## src/rtl/mem_port_arbiter.sv

```systemverilog
// Two-channel round-robin arbiter in front of a single-port memory.
// One transaction is in flight at a time, and every output is registered.
module mem_port_arbiter #(
   parameter int ADDR_W = 10,
   parameter int DATA_W = 8,
   parameter int RD_LAT = 2
) (
   input  logic                clock,
   input  logic                reset,
   input  logic [1:0]          req_oe,
   input  logic [1:0]          req_we,
   input  logic [2*ADDR_W-1:0] req_addr,
   input  logic [2*DATA_W-1:0] req_wdata,
   input  logic [7:0]          req_size,
   output logic [2*DATA_W-1:0] req_rdata,
   output logic [1:0]          req_rdy,
   output logic                mem_oe,
   output logic                mem_we,
   output logic [ADDR_W-1:0]   mem_addr,
   output logic [DATA_W-1:0]   mem_wdata,
   output logic [DATA_W-1:0]   mem_wmask,
   input  logic [DATA_W-1:0]   mem_rdata,
   output logic                err
);

   localparam int CNT_W = $clog2(RD_LAT + 1);

   typedef enum logic [1:0] {IDLE, RD_WAIT, WR_ISSUE, DONE} state_t;

   state_t            state;
   logic [CNT_W-1:0]  cnt;
   logic              last_grant;
   logic              gnt_ch;
   logic              gnt_rd;
   logic [DATA_W-1:0] rdata_p0;

   logic [1:0]        elig;
   logic              grant_any;
   logic              grant_ch;
   logic [ADDR_W-1:0] sel_addr;
   logic [DATA_W-1:0] sel_wdata;
   logic [3:0]        sel_size;

   // Low `size` bits set; a shift past the top bit leaves all ones.
   function automatic logic [DATA_W-1:0] wmask_f(input logic [3:0] size);
      logic [DATA_W-1:0] ones;
      ones = '1;
      return ~(ones << size);
   endfunction

   // A channel whose completion pulse is showing is still holding its
   // request, so it is masked out to avoid granting it twice.
   always_comb begin
      elig      = (req_oe ^ req_we) & ~req_rdy;
      grant_any = |elig;
      grant_ch  = (elig == 2'b11) ? ~last_grant : elig[1];
      sel_addr  = grant_ch ? req_addr[ADDR_W +: ADDR_W]   : req_addr[0 +: ADDR_W];
      sel_wdata = grant_ch ? req_wdata[DATA_W +: DATA_W] : req_wdata[0 +: DATA_W];
      sel_size  = grant_ch ? req_size[7:4]               : req_size[3:0];
   end

   always_ff @(posedge clock or negedge reset) begin
      if (!reset) begin
         state      <= IDLE;
         cnt        <= '0;
         last_grant <= 1'b1;
         gnt_ch     <= 1'b0;
         gnt_rd     <= 1'b0;
         err        <= 1'b0;
         req_rdy    <= '0;
         req_rdata  <= '0;
         mem_oe     <= 1'b0;
         mem_we     <= 1'b0;
         mem_addr   <= '0;
         mem_wdata  <= '0;
         mem_wmask  <= '0;
      end else begin
         mem_oe    <= 1'b0;
         mem_we    <= 1'b0;
         req_rdy   <= '0;
         req_rdata <= '0;
         case (state)
            IDLE: begin
               if (|(req_oe & req_we))
                  err <= 1'b1;
               if (grant_any) begin
                  gnt_ch     <= grant_ch;
                  last_grant <= grant_ch;
                  mem_addr   <= sel_addr;
                  if (req_oe[grant_ch]) begin
                     gnt_rd <= 1'b1;
                     mem_oe <= 1'b1;
                     cnt    <= CNT_W'(1);
                     state  <= RD_WAIT;
                  end else begin
                     gnt_rd    <= 1'b0;
                     mem_we    <= 1'b1;
                     mem_wdata <= sel_wdata;
                     mem_wmask <= wmask_f(sel_size);
                     state     <= WR_ISSUE;
                  end
               end
            end
            RD_WAIT: begin
               if (cnt == CNT_W'(RD_LAT)) begin
                  cnt   <= '0;
                  state <= DONE;
               end else begin
                  cnt <= cnt + CNT_W'(1);
               end
            end
            WR_ISSUE: state <= DONE;
            DONE: begin
               req_rdy <= gnt_ch ? 2'b10 : 2'b01;
               if (gnt_rd)
                  req_rdata <= gnt_ch ? {rdata_p0, {DATA_W{1'b0}}} : {{DATA_W{1'b0}}, rdata_p0};
               state <= IDLE;
            end
            default: state <= IDLE;
         endcase
      end
   end

   // Read data capture stage: holds the memory word until the completion pulse.
   always_ff @(posedge clock) begin
      if (state == RD_WAIT && cnt == CNT_W'(RD_LAT))
         rdata_p0 <= mem_rdata;
   end

endmodule

```

## config.mk

```make
export PLATFORM = sky130hd
export DESIGN_NAME = mem_port_arbiter
export DESIGN_NICKNAME = d
export VERILOG_FILES = /design/src/rtl/mem_port_arbiter.sv
export SDC_FILE = /design/constraint.sdc
export NUM_CORES = 1
export LEC_CHECK = 0
export ABC_AREA = 0
export CAP_MARGIN = 20
export CORE_MARGIN = 5
export CORE_UTILIZATION = 35
export DETAILED_ROUTE_END_ITERATION = 7
export GPL_TIMING_DRIVEN = 0
export PLACE_DENSITY = 0.67
export SLEW_MARGIN = 15
export SYNTH_ARGS = -nofsm -noshare
export SYNTH_HDL_FRONTEND = slang
export SYNTH_SLANG_ARGS = --single-unit
```

## constraint.sdc

```tcl
create_clock -name clock -period 3.7 [get_ports clock]
set_input_delay 0.555 -clock clock [delete_from_list [all_inputs] [get_ports clock]]
set_output_delay 0.555 -clock clock [all_outputs]
set_load 0.05 [all_outputs]
```

# [Word level (Yosys, flattened, before mapping)]
# Cells that the tools add are included.
[totals] reg_bits=62 input_bits=58 out_inout_bits=47 word_cells=67
[classes] addsub=1 magnitude_cmp=1 eq_ne=8 shifts=1 mux=25 bitwise_logic=7 reduce_logical=10
[op_table] operator="16-bit two-way mux" n=3
[op_table] operator="2-bit two-way mux" n=8
[op_table] operator="10-bit two-way mux" n=1
[op_table] operator="1-bit two-way mux" n=9
[op_table] operator="2-bit == test, second input constant" n=4
[op_table] operator="8-bit two-way mux" n=1
[op_table] operator="8-bit inverter" n=1
[op_table] operator="2-bit one-hot mux with 4 select lines" n=1
[op_table] operator="8-bit by 4-bit << shifter with 8-bit output, first input constant" n=1
[op_table] operator="2-bit inequality test, second input constant" n=3
[op_table] operator="2-bit AND reduction" n=3
[op_table] operator="3-bit AND reduction" n=2
[op_table] operator="2-bit bitwise AND" n=2
[op_table] operator="4-bit two-way mux" n=1
[op_table] operator="2-bit one-hot mux with 2 select lines" n=1
[op_table] operator="2-bit OR reduction" n=2
[op_table] operator="2-bit by 1-bit adder with 2-bit output, second input constant" n=1
[op_table] operator="2-bit by 1-bit == test with 1-bit output, second input constant" n=1
[op_table] operator="2-bit logical NOT" n=1
[op_table] operator="1-bit by 2-bit less-than comparator with 1-bit output, second input constant" n=1
[op_table] operator="1-bit inverter" n=2
[op_table] operator="2-bit inverter" n=1
[op_table] operator="2-bit nonzero test" n=1
[op_table] operator="2-bit bitwise XOR" n=1
[op_table] operator="1-bit logical AND" n=1

# [Depth between registers and ports, before layout]
[depth] word_depth=9 ltp_mapped=8

# [Worst setup path after synthesis]
# Ideal clock, no wire load.
[synth_timing] kind="input -> register" from="input port req_oe[1]" to="register mem_wmask[3]" setup_time_ps=127 arrival_ps=1886 path_slack_ps=1687 stages=6 cell_sequence="ha_1 -> nor2b_4 -> and2_1 -> a221o_1 -> inv_1 -> mux2_1"
[synth_via] elab_chain_cells=8
[synth_lines] element="start, declared" line="10" rtl="input logic [1:0] req_oe,"
[synth_lines] element="branches (longest 8 deep; another with 8-bit by 4-bit << shifter with 8-bit output)"
[synth_lines] element="end signal, assigned" line="99" rtl="mem_wmask <= wmask_f(sel_size);"
[synth_lines] element="end, declared" line="21" rtl="output logic [DATA_W-1:0] mem_wmask,"
# Several ways; the timed one is not identified. The select of a mux whose other input is x is not followed.
# A chain may end at the register's enable or synchronous reset.

# [Final worst setup path]
[layout_timing] from="input port req_oe[0]" to="register mem_wmask[3]"
# Same word-level chain as after synthesis.

==> results.md <==
- Vias per cell: 4.825
- Share of cells above drive strength 1: 0.1023
- Layout area overhead: 52.16%
- Core area: 7331 um^2
- Max_cap viols: 0
- Most frequent cells in the layout: clkdlybuf4s50_1, dfrtp_1, nand2_1, o21ai_0
- # clock sinks: 62
- # setup viols final: 0
- Syn nets: 295
- Clock Root Buffer: clkbuf_8
- Final period util: 0.6176
- Status: complete, no violations
- Top FF cell, synth: dfrtp_1
- Skew final: 0.007923 ns
- Vias: 2,176
- Slew margin rel.: 0.5409
- Min Clock Period, post-route: 2.285 ns
- Asr flop ratio synth: 0.8710
- Final wirelength: 6934 um
- Filler Cell Count: 621
- Top Ports: 105
- Largest net degree at the start of global routing: 55
- CP delay by family, top: buffers and inverters
- Final setup TNS: 0 ns
- Total grt overflow: 0
- Mapped Area: 2665 um^2
- EDFF count, synth: 8
- Synthesis Warnings: 0
- Critical Path RT: 3.93 ns
- Row cnt: 31
- Setup WS pre-CTS: 1.026 ns
- Antenna violations before repair: 0
- Nets@finish: 410
- Worst path cell trace: clkdlybuf4s50_1, ha_1, and2b_1, o21ai_4, a221o_1, inv_1, mux2_1
- H-Tree Depth: 3
- RSZ-0062 raised after global routing: false
- WL per Instance: 15.37 um
- Commonest non-fill, non-tap cell in the layout: clkdlybuf4s50_1
- CTS clock-pin slew for the worst setup and hold paths: 0.08 ns
- First-pass iteration count of the detailed router: 5
- TritonCTS clock tree: done
- Yosys top cell area share: 0.4977
- Die ar.: 9460 um^2
- WP data arrival: 2.51 ns
- Sequential area share after synthesis: 0.5977
- Global-route wire length before repair: 11,400 um
- Total global-route track usage: 0.1505
- Setup crit start kind: input pin
- Remaining antenna violation count: 0
- Final Max Slew Viols: 0
- Clock buffer count from CTS: 9
- Number of port buffers: 104
- Worst setup EP type: flop
- Worst stage delay on the critical path: 0.46 ns
- Worst Path Max Fanout: 9
- Lkg Pwr: 1.807 nW
- Syn Inst Count: 232
- Resize count post-CTS: 0
- Worst vdd ir: 511.8 uV
- Number of diodes: 0
- Worst-Margin Slew: 0.6887 ns
- Vias in the first global route: 2,337
- Die width: 97.26 um
- Skew-Pair Late Insertion Delay: 0.35 ns
- Endpoints failing hold: 0
- Hold-fix buffers, CTS: 0
- # DRC: 0
- Clock Tree Buf Depth: 2
- Post-detail-place hpwl: 5090 um
- Fmax: 0.4376 GHz
- Slowest CP cell: clkdlybuf4s50_1
- Number of synthesized register bits: 62
- PnR worst setup slack: 1.415 ns
- First DRT Iteration DRCs: 53
- Avg Inst Size Synth: 11.49 um^2
- Buf/Inv on CP: 2
- Final GP Congestion: 0.8437
- Ranking of synthesized cells by area: dfrtp_1, edfxtp_1, mux2i_1, nand2_1, o21ai_0
- Synth cell types: 43
- Hold Crit Class: in2async
- Initial core utilization: 0.3635
- Die Y-Extent: 97.26 um
- Cell taking the most area after synthesis: dfrtp_1
- Critical path class: in2reg
- Post-CTS Setup Inserts: 0
- PwrDens: 862.5 nW/um^2
-- stage by stage --
stage / util / total power [W] / hold WS, ns / std cells / cell area, um^2
after floorplan: - / 0.002223 / 0.2594 / 232 / 2665
after global placement: 0.5224 / 0.002805 / 0.4565 / 435 / 3830
after detailed placement: 0.5221 / 0.002840 / 0.4563 / 435 / 3827
after CTS: 0.5532 / 0.003537 / 0.2627 / 451 / 4055
after global routing: 0.5532 / 0.003697 / 0.2865 / 451 / 4055
final: 0.5532 / 0.003497 / 0.2244 / 451 / 4055
-- logic make-up after synthesis --
| family | Yosys count | synth area share |
|---|---|---|
| simple gates | 71 | 0.1258 |
| fa+ha+maj | 5 | 0.02347 |
| buf+inv | 21 | 0.03615 |
| compound gates | 53 | 0.1413 |
| mux | 20 | 0.07559 |
| flops | 62 | 0.5977 |
-- worst register-to-register path, stage by stage (launching register included) --
cell	delay [ns]
dfrtp_1	0.41
inv_1	0.09
ha_1	0.13
buf_2	0.21
o21ai_4	0.14
a221o_1	0.35
inv_1	0.13
mux2_1	0.33
-- cell type report --
| type | instances | area, um^2 | share of cell area |
|---|---|---|---|
| Clock buffer | 9 | 123.9 | 0.03055 |
| Clock inverter | 7 | 103.9 | 0.02561 |
| Tap cell | 99 | 123.9 | 0.03055 |
| Buffer | 12 | 62.56 | 0.01543 |
| Sequential cell | 62 | 1593 | 0.3928 |
| Multi-Input combinational cell | 149 | 975.9 | 0.2407 |
| Inverter | 9 | 33.78 | 0.008331 |
| Timing Repair Buffer | 104 | 1039 | 0.2561 |
-- power breakdown --
group / internal (W) / switching, W
combinational: 0.000625 / 0.00115
sequential: 0.000921 / 0.000114
clock: 0.000388 / 0.000302
total: 0.00193 / 0.00156
-- metal layers --
layer,GRT usage,vias to the layer above,part of all wire
met5,0,-,0
met4,0.06496,0,0.018
met3,0.06317,10,0.069
met2,0.2389,78,0.48
met1,0.1792,1046,0.43
li1,-,1042,-
-- path summary, 6_finish.rpt --
check	to	start	slack (ns)	depth (start not counted)
worst max register to register	mem_wmask[3]	state[0]	1.80	7
min in group clock	mem_addr[2]	mem_addr[2]	0.48	2
worst max-delay path	mem_wmask[3]	req_oe[0]	1.41	7
max in group asynchronous	mem_wmask[6]	reset	2.99	1
worst min-delay path	req_rdata[2]	reset	0.22	1
worst min register to register	mem_addr[2]	mem_addr[2]	0.48	2
-- flip-flops by register name, indices dropped and copies added, names as in the netlist --
register	cells
mem_wmask	8
gnt_rd	1
req_rdy	2
rdata_p0	8
mem_we	1
mem_addr	10
err	1
last_grant	1
mem_oe	1
req_rdata	16
gnt_ch	1
cnt	2
state	2
mem_wdata	8
-- synth_stat cells (2+ instances only) --
cell type and instances:
a2111oi_0 2, a211oi_1 2, a22o_1 2, a22oi_1 2, a311oi_1 2, and2_1 2
buf_2 5, clkbuf_1 5, dfrtp_1 53, edfxtp_1 8, ha_1 5, inv_1 9
mux2i_1 19, nand2_1 35, nand2b_1 4, nor2_1 19, nor4_1 3, o21a_1 2
o21ai_0 25, o21ai_1 2, o31ai_2 4
No activity file was read; power rests on OpenSTA's default activity.
